==> src/rtl/y_mc_pkg.sv <==
// Shared types and constants for the multi-cycle control unit.
// Branch support is enabled with Y_MC_CTRL_BRANCH_EN.
package y_mc_pkg;

  typedef enum logic [2:0] {
    S_IDLE,
    S_FETCH,
    S_DECODE,
    S_EXEC,
    S_MEM,
    S_WB
  } state_t;

  typedef enum logic [2:0] {
    C_R,
    C_I,
    C_LD,
    C_ST,
    C_BR,
    C_BAD
  } cls_t;

  localparam logic [6:0] OPC_R  = 7'b0110011;
  localparam logic [6:0] OPC_I  = 7'b0010011;
  localparam logic [6:0] OPC_LD = 7'b0000011;
  localparam logic [6:0] OPC_ST = 7'b0100011;
  localparam logic [6:0] OPC_BR = 7'b1100011;

  localparam logic [2:0] ALU_AND = 3'b000;
  localparam logic [2:0] ALU_OR  = 3'b001;
  localparam logic [2:0] ALU_ADD = 3'b010;
  localparam logic [2:0] ALU_SUB = 3'b110;
  localparam logic [2:0] ALU_SLT = 3'b111;

  function automatic cls_t opc2cls(
    input logic [6:0] opc
  );
    cls_t c;
    case (opc)
      OPC_R:   c = C_R;
      OPC_I:   c = C_I;
      OPC_LD:  c = C_LD;
      OPC_ST:  c = C_ST;
      OPC_BR:  c = C_BR;
      default: c = C_BAD;
    endcase
    return c;
  endfunction

endpackage

==> src/rtl/y_alu_dec.sv <==
// ALU operation decode from instruction class and function bits.
// Combinational; valid=0 flags an unsupported funct3 or class.
module y_alu_dec
  import y_mc_pkg::*;
(
  input  cls_t       cls,
  input  logic [2:0] funct3,
  input  logic       b30,
  output logic [2:0] op,
  output logic       valid
);

  logic arith;

  assign arith = (cls == C_R) || (cls == C_I);

  always_comb begin
    op    = ALU_ADD;
    valid = 1'b1;
    unique case (1'b1)
      arith: begin
        case (funct3)
          3'b000: begin
            if ((cls == C_R) && b30)
              op = ALU_SUB;
            else
              op = ALU_ADD;
          end
          3'b111:  op = ALU_AND;
          3'b110:  op = ALU_OR;
          3'b010:  op = ALU_SLT;
          default: valid = 1'b0;
        endcase
      end
      (cls == C_LD) || (cls == C_ST): op = ALU_ADD;
      (cls == C_BR):                  op = ALU_SUB;
      default:                        valid = 1'b0;
    endcase
  end

endmodule

==> src/rtl/y_mc_ctrl.sv <==
// Multi-cycle RV32 subset control FSM (fetch/decode/exec/mem/wb).
// Define Y_MC_CTRL_BRANCH_EN to accept beq; otherwise it is illegal.
module y_mc_ctrl
  import y_mc_pkg::*;
(
  input  logic        clk,
  input  logic        rstn,
  input  logic        run,
  input  logic [31:0] ins,
  input  logic        mem_ready,
  input  logic        zero,
  output logic        pc_write,
  output logic        ALUSrc,
  output logic [2:0]  op,
  output logic        RegWrite,
  output logic        MemRead,
  output logic        MemWrite,
  output logic        Mem2Reg,
  output logic        branch_taken,
  output logic        busy,
  output logic        done,
  output logic        illegal
);

`ifdef Y_MC_CTRL_BRANCH_EN
  localparam logic BR_EN = 1'b1;
`else
  localparam logic BR_EN = 1'b0;
`endif

  state_t     st;
  state_t     nx;
  state_t     fin_nx;
  logic [6:0] opc;
  logic [2:0] f3;
  logic       b30;
  logic       ill_q;
  cls_t       cls;
  logic [2:0] dop;
  logic       dvalid;
  logic       legal;
  logic       alu_on;

  assign cls   = opc2cls(opc);
  assign legal = dvalid && ((cls != C_BR) || BR_EN);

  y_alu_dec u_dec (
    .cls    (cls),
    .funct3 (f3),
    .b30    (b30),
    .op     (dop),
    .valid  (dvalid)
  );

  always_ff @(posedge clk or negedge rstn) begin
    if (!rstn)
      st <= S_IDLE;
    else
      st <= nx;
  end

  always_ff @(posedge clk or negedge rstn) begin
    if (!rstn) begin
      opc <= '0;
      f3  <= '0;
      b30 <= 1'b0;
    end else if ((st == S_FETCH) && mem_ready) begin
      opc <= ins[6:0];
      f3  <= ins[14:12];
      b30 <= ins[30];
    end
  end

  always_ff @(posedge clk or negedge rstn) begin
    if (!rstn)
      ill_q <= 1'b0;
    else if ((st == S_IDLE) && run)
      ill_q <= 1'b0;
    else if ((st == S_DECODE) && !legal)
      ill_q <= 1'b1;
  end

  // Where an instruction goes once its final cycle is done
  assign fin_nx = run ? S_FETCH : S_IDLE;

  always_comb begin
    nx = st;
    case (st)
      S_IDLE:   if (run) nx = S_FETCH;
      S_FETCH:  if (mem_ready) nx = S_DECODE;
      S_DECODE: nx = legal ? S_EXEC : S_IDLE;
      S_EXEC: begin
        if (cls == C_BR)
          nx = fin_nx;
        else if ((cls == C_LD) || (cls == C_ST))
          nx = S_MEM;
        else
          nx = S_WB;
      end
      S_MEM: begin
        if (mem_ready)
          nx = (cls == C_LD) ? S_WB : fin_nx;
      end
      S_WB:     nx = fin_nx;
      default:  nx = S_IDLE;
    endcase
  end

  assign alu_on = (st == S_EXEC) || (st == S_MEM)
                || (st == S_WB);

  always_comb begin
    pc_write     = 1'b0;
    ALUSrc       = 1'b0;
    op           = ALU_AND;
    RegWrite     = 1'b0;
    MemRead      = 1'b0;
    MemWrite     = 1'b0;
    Mem2Reg      = 1'b0;
    branch_taken = 1'b0;
    done         = 1'b0;
    busy         = (st != S_IDLE);
    illegal      = ill_q;
    if (alu_on) begin
      op     = dop;
      ALUSrc = (cls == C_I) || (cls == C_LD)
             || (cls == C_ST);
    end
    unique case (1'b1)
      (st == S_FETCH): begin
        MemRead  = 1'b1;
        pc_write = mem_ready;
      end
      (st == S_EXEC): begin
        if (cls == C_BR) begin
          branch_taken = BR_EN & zero;
          pc_write     = BR_EN & zero;
          done         = 1'b1;
        end
      end
      (st == S_MEM): begin
        MemRead  = (cls == C_LD);
        MemWrite = (cls == C_ST);
        done     = (cls == C_ST) && mem_ready;
      end
      (st == S_WB): begin
        RegWrite = 1'b1;
        Mem2Reg  = (cls == C_LD);
        done     = 1'b1;
      end
      default: ;
    endcase
  end

endmodule

==> config.mk <==
export PLATFORM = sky130hd
export DESIGN_NAME = y_mc_ctrl
export DESIGN_NICKNAME = d
export VERILOG_FILES = /design/src/rtl/y_mc_pkg.sv /design/src/rtl/y_alu_dec.sv /design/src/rtl/y_mc_ctrl.sv
export SDC_FILE = /design/constraint.sdc
export NUM_CORES = 1
export LEC_CHECK = 0
export CAP_MARGIN = 20
export CELL_PAD_IN_SITES_DETAIL_PLACEMENT = 1
export CELL_PAD_IN_SITES_GLOBAL_PLACEMENT = 2
export CORE_MARGIN = 10
export CORE_UTILIZATION = 23
export DETAILED_ROUTE_END_ITERATION = 10
export GPL_TIMING_DRIVEN = 0
export PLACE_DENSITY_LB_ADDON = 0.1
export SLEW_MARGIN = 20
export SYNTH_ARGS = -nofsm -noshare
export SYNTH_HDL_FRONTEND = slang
export SYNTH_HIERARCHICAL = 1
export SYNTH_SLANG_ARGS = --single-unit
==> constraint.sdc <==
create_clock -name clk -period 4.45 [get_ports clk]
set_input_delay 0.89 -clock clk [delete_from_list [all_inputs] [get_ports clk]]
set_output_delay 0.89 -clock clk [all_outputs]
set_load 0.05 [all_outputs]
==> metrics.txt <==
HP Class flip-flop to flip-flop; async set or reset register ratio after synthesis 1.00; fin crit share 0.821; Routed WL per cell 14.4 microns; CTS hold repair buffers 0; Post-Syn Instances 106; net count after synthesis 143; netlist area before placement 982 sq um; Least-Margin Pin Slew 686 ps; switch share 0.455; Top FF cell, synth dfrtp_1; largest stage delay on the critical path 820 ps; die width 85.4 microns; Crit Path Class input port to output port; R2R setup slack 2320 ps; NetSw 0.378 mW; crit-path cells clkdlybuf4s50_1 -> and3_1 -> buf_2 -> buf_6 -> clkdlybuf4s50_1; RR Startpoint opc[2]$_DFFE_PN0P_; I/O pin cnt 50; FF-to-FF path depth 9; RSZ-0062 raised after global routing false; Buf/Inv on CP 4; final wirelength 2680 microns; synth unique cells 36; sequential fraction of the synthesis area 0.382; Comb pwr share 0.551; number of enable flip-flop cells after synthesis 0; number of DRC markers in iteration 0 29; Buffers on Ports 26; Core Footprint 0.00406 sq mm; GPL Wtd Cong 0.787; Internal Pwr Total 0.454 mW; vias in the first global route 920; Root Driver clkbuf_8; HPWL Detailed 2200 microns; final setup violation count 0; clk_skew 7.30 ps; Commonest cells post-synth dfrtp_1, nand2_1, nor2_1; CP startpoint kind input port; Crit. End Element output port; slew margin rel. 0.541; largest net degree at the start of global routing 16; critical path peak fanout 10; cell mode on critical path clkdlybuf4s50_1; worst endpoint required time 3560 ps; Clock power frac 0.136; CTS clk-pin slew, worst paths 70 ps; cell row count 23; CTS max path bufs 2; CTS Buf Count 3; Starting Density 0.242; Fmax achieved 274 MHz; Hold WS 498 ps; # Max-Cap Violations 0; reg-to-reg critical path endpoint st[0]$_DFFE_PN0P_; count leader, synth dfrtp_1; CTS tree built; Slew Limit Fails 0; Reg power frac 0.313; area grow syn2layout 37.8%; CTS H-tree lvls 1; placed instance area 0.00131 sq mm; Synth warnings 6; Critical-path top delay cell clkdlybuf4s50_1; synthesis-stage register bit count 15; Final TNS setup 0 ps; Endpoint, Worst Hold b30$_DFFE_PN0P_; Nets 174; min Tclk post-route 3650 ps; number of remaining DRC errors 0; ANT nets after route 0; die area 0.00728 sq mm; Syn Area/Cell 9.27 sq um; LEAKAGE 0.558 nW; maximum VDD drop 173 uV; ant diodes 0; fin area 0.00135 sq mm; area leader, netlist dfrtp_1; Arr. time, crit path 2760 ps; Area contributors post-synth dfrtp_1, mux2_1, nand2_1; GRT Total Usage 0.0775; chip height 85.4 microns; first drt pass iteration count 4; post-cts sizing count 0; Pwr Density 615 mW/mm^2; Worst Hold Launch b30$_DFFE_PN0P_; crit path from mem_ready; status completed; initial antenna violation count 0; grt ovf 0; Sink Count 15; layout cells sized above 1 0.154; Post-CTS Setup Bufs 0; DR vias 843; Worst-Skew Late Latency 250 ps; Final Hold Fails 0; Hold Crit Depth 1; vias per cell 4.53; post-synth top area share 0.382; first-pass GRT wire length 4700 microns; cell family with most CP delay buffers and inverters
power by group through the flow:
stage | registers, mW | clock network [mW] | logic, mW
floorplan | 0.258 | 0 | 0.331
global placement | 0.261 | 0 | 0.460
detailed placement | 0.264 | 0 | 0.463
CTS | 0.261 | 0.118 | 0.465
global route | 0.273 | 0.125 | 0.506
finish | 0.260 | 0.113 | 0.458
worst reg2reg max path: stages, from the launching register on:
cell and delay [ps]:
dfrtp_1 380, nand4bb_4 270, or3_4 410, inv_1 140
o21a_1 130, a31oi_1 50, o31ai_2 110, o22ai_1 120
o31ai_1 270, o21ai_1 110
stage by stage:
stage               power [mW]  std cells  utilization  setup WS (ps)
floorplan                0.589        106            -           1350
global route             0.904        186        0.334            699
detailed placement       0.727        182        0.322            798
CTS                      0.844        186        0.334            781
finish                   0.832        186        0.334            797
global placement         0.721        182        0.322            780
flip-flops by register name (all words and copies together) (netlist names):
name,cells
opc,7
f3,3
st,3
b30,1
illegal,1
cell families (layout without fill, tap and decap cells):
| family | count (synthesis) | after routing | synth area share |
|---|---|---|---|
| buffers and inverters | 11 | 41 | 0.0624 |
| flip-flops | 15 | 15 | 0.382 |
| XOR/XNOR | 1 | 1 | 0.00892 |
| AO/OA/AOI/OAI | 22 | 22 | 0.154 |
| other | 1 | 1 | 0.00382 |
| multiplexers | 10 | 10 | 0.115 |
| AND/OR/NAND/NOR | 46 | 46 | 0.274 |
layout make-up:
class                   count  area, sq um
plain buffers               7         46.3
inverters                   4         15.0
repair buffers             26          260
flip-flops and latches     15          375
clock buffers               3         41.3
clock inverters             1         7.51
well taps                  50         62.6
fillers                   475         2700
multi-input cells          80          546
metal layers:
metal  global-route usage  share of wire  vias to the layer above
met2                0.123           0.47                       10
met1                0.100           0.49                      407
met3               0.0191          0.032                        2
met4               0.0225         0.0067                        0
met5                    0              0                        -
li1                     -              -                      424
layout by cell type (no fill, tap or decap), types with 4 or more instances in the layout:
| cell type | n |
|---|---|
| clkdlybuf4s50_1 | 26 |
| dfrtp_1 | 15 |
| buf_2 | 4 |
| mux2_1 | 7 |
| a21oi_1 | 5 |
| nand2_1 | 11 |
| nor2_1 | 11 |
| nand2b_1 | 5 |
| inv_1 | 4 |
how the worst max path moves through the flow:
stage | slack (ps) | cells after the start | endpoint
4_1_cts | 780 | 5 | pc_write
3_3_place_gp | 780 | 5 | pc_write
6_report | 800 | 5 | pc_write
2_1_floorplan | 1350 | 3 | MemRead
3_5_place_dp | 800 | 5 | pc_write
5_1_grt | 700 | 5 | pc_write
No activity file was read; power rests on OpenSTA's default activity.
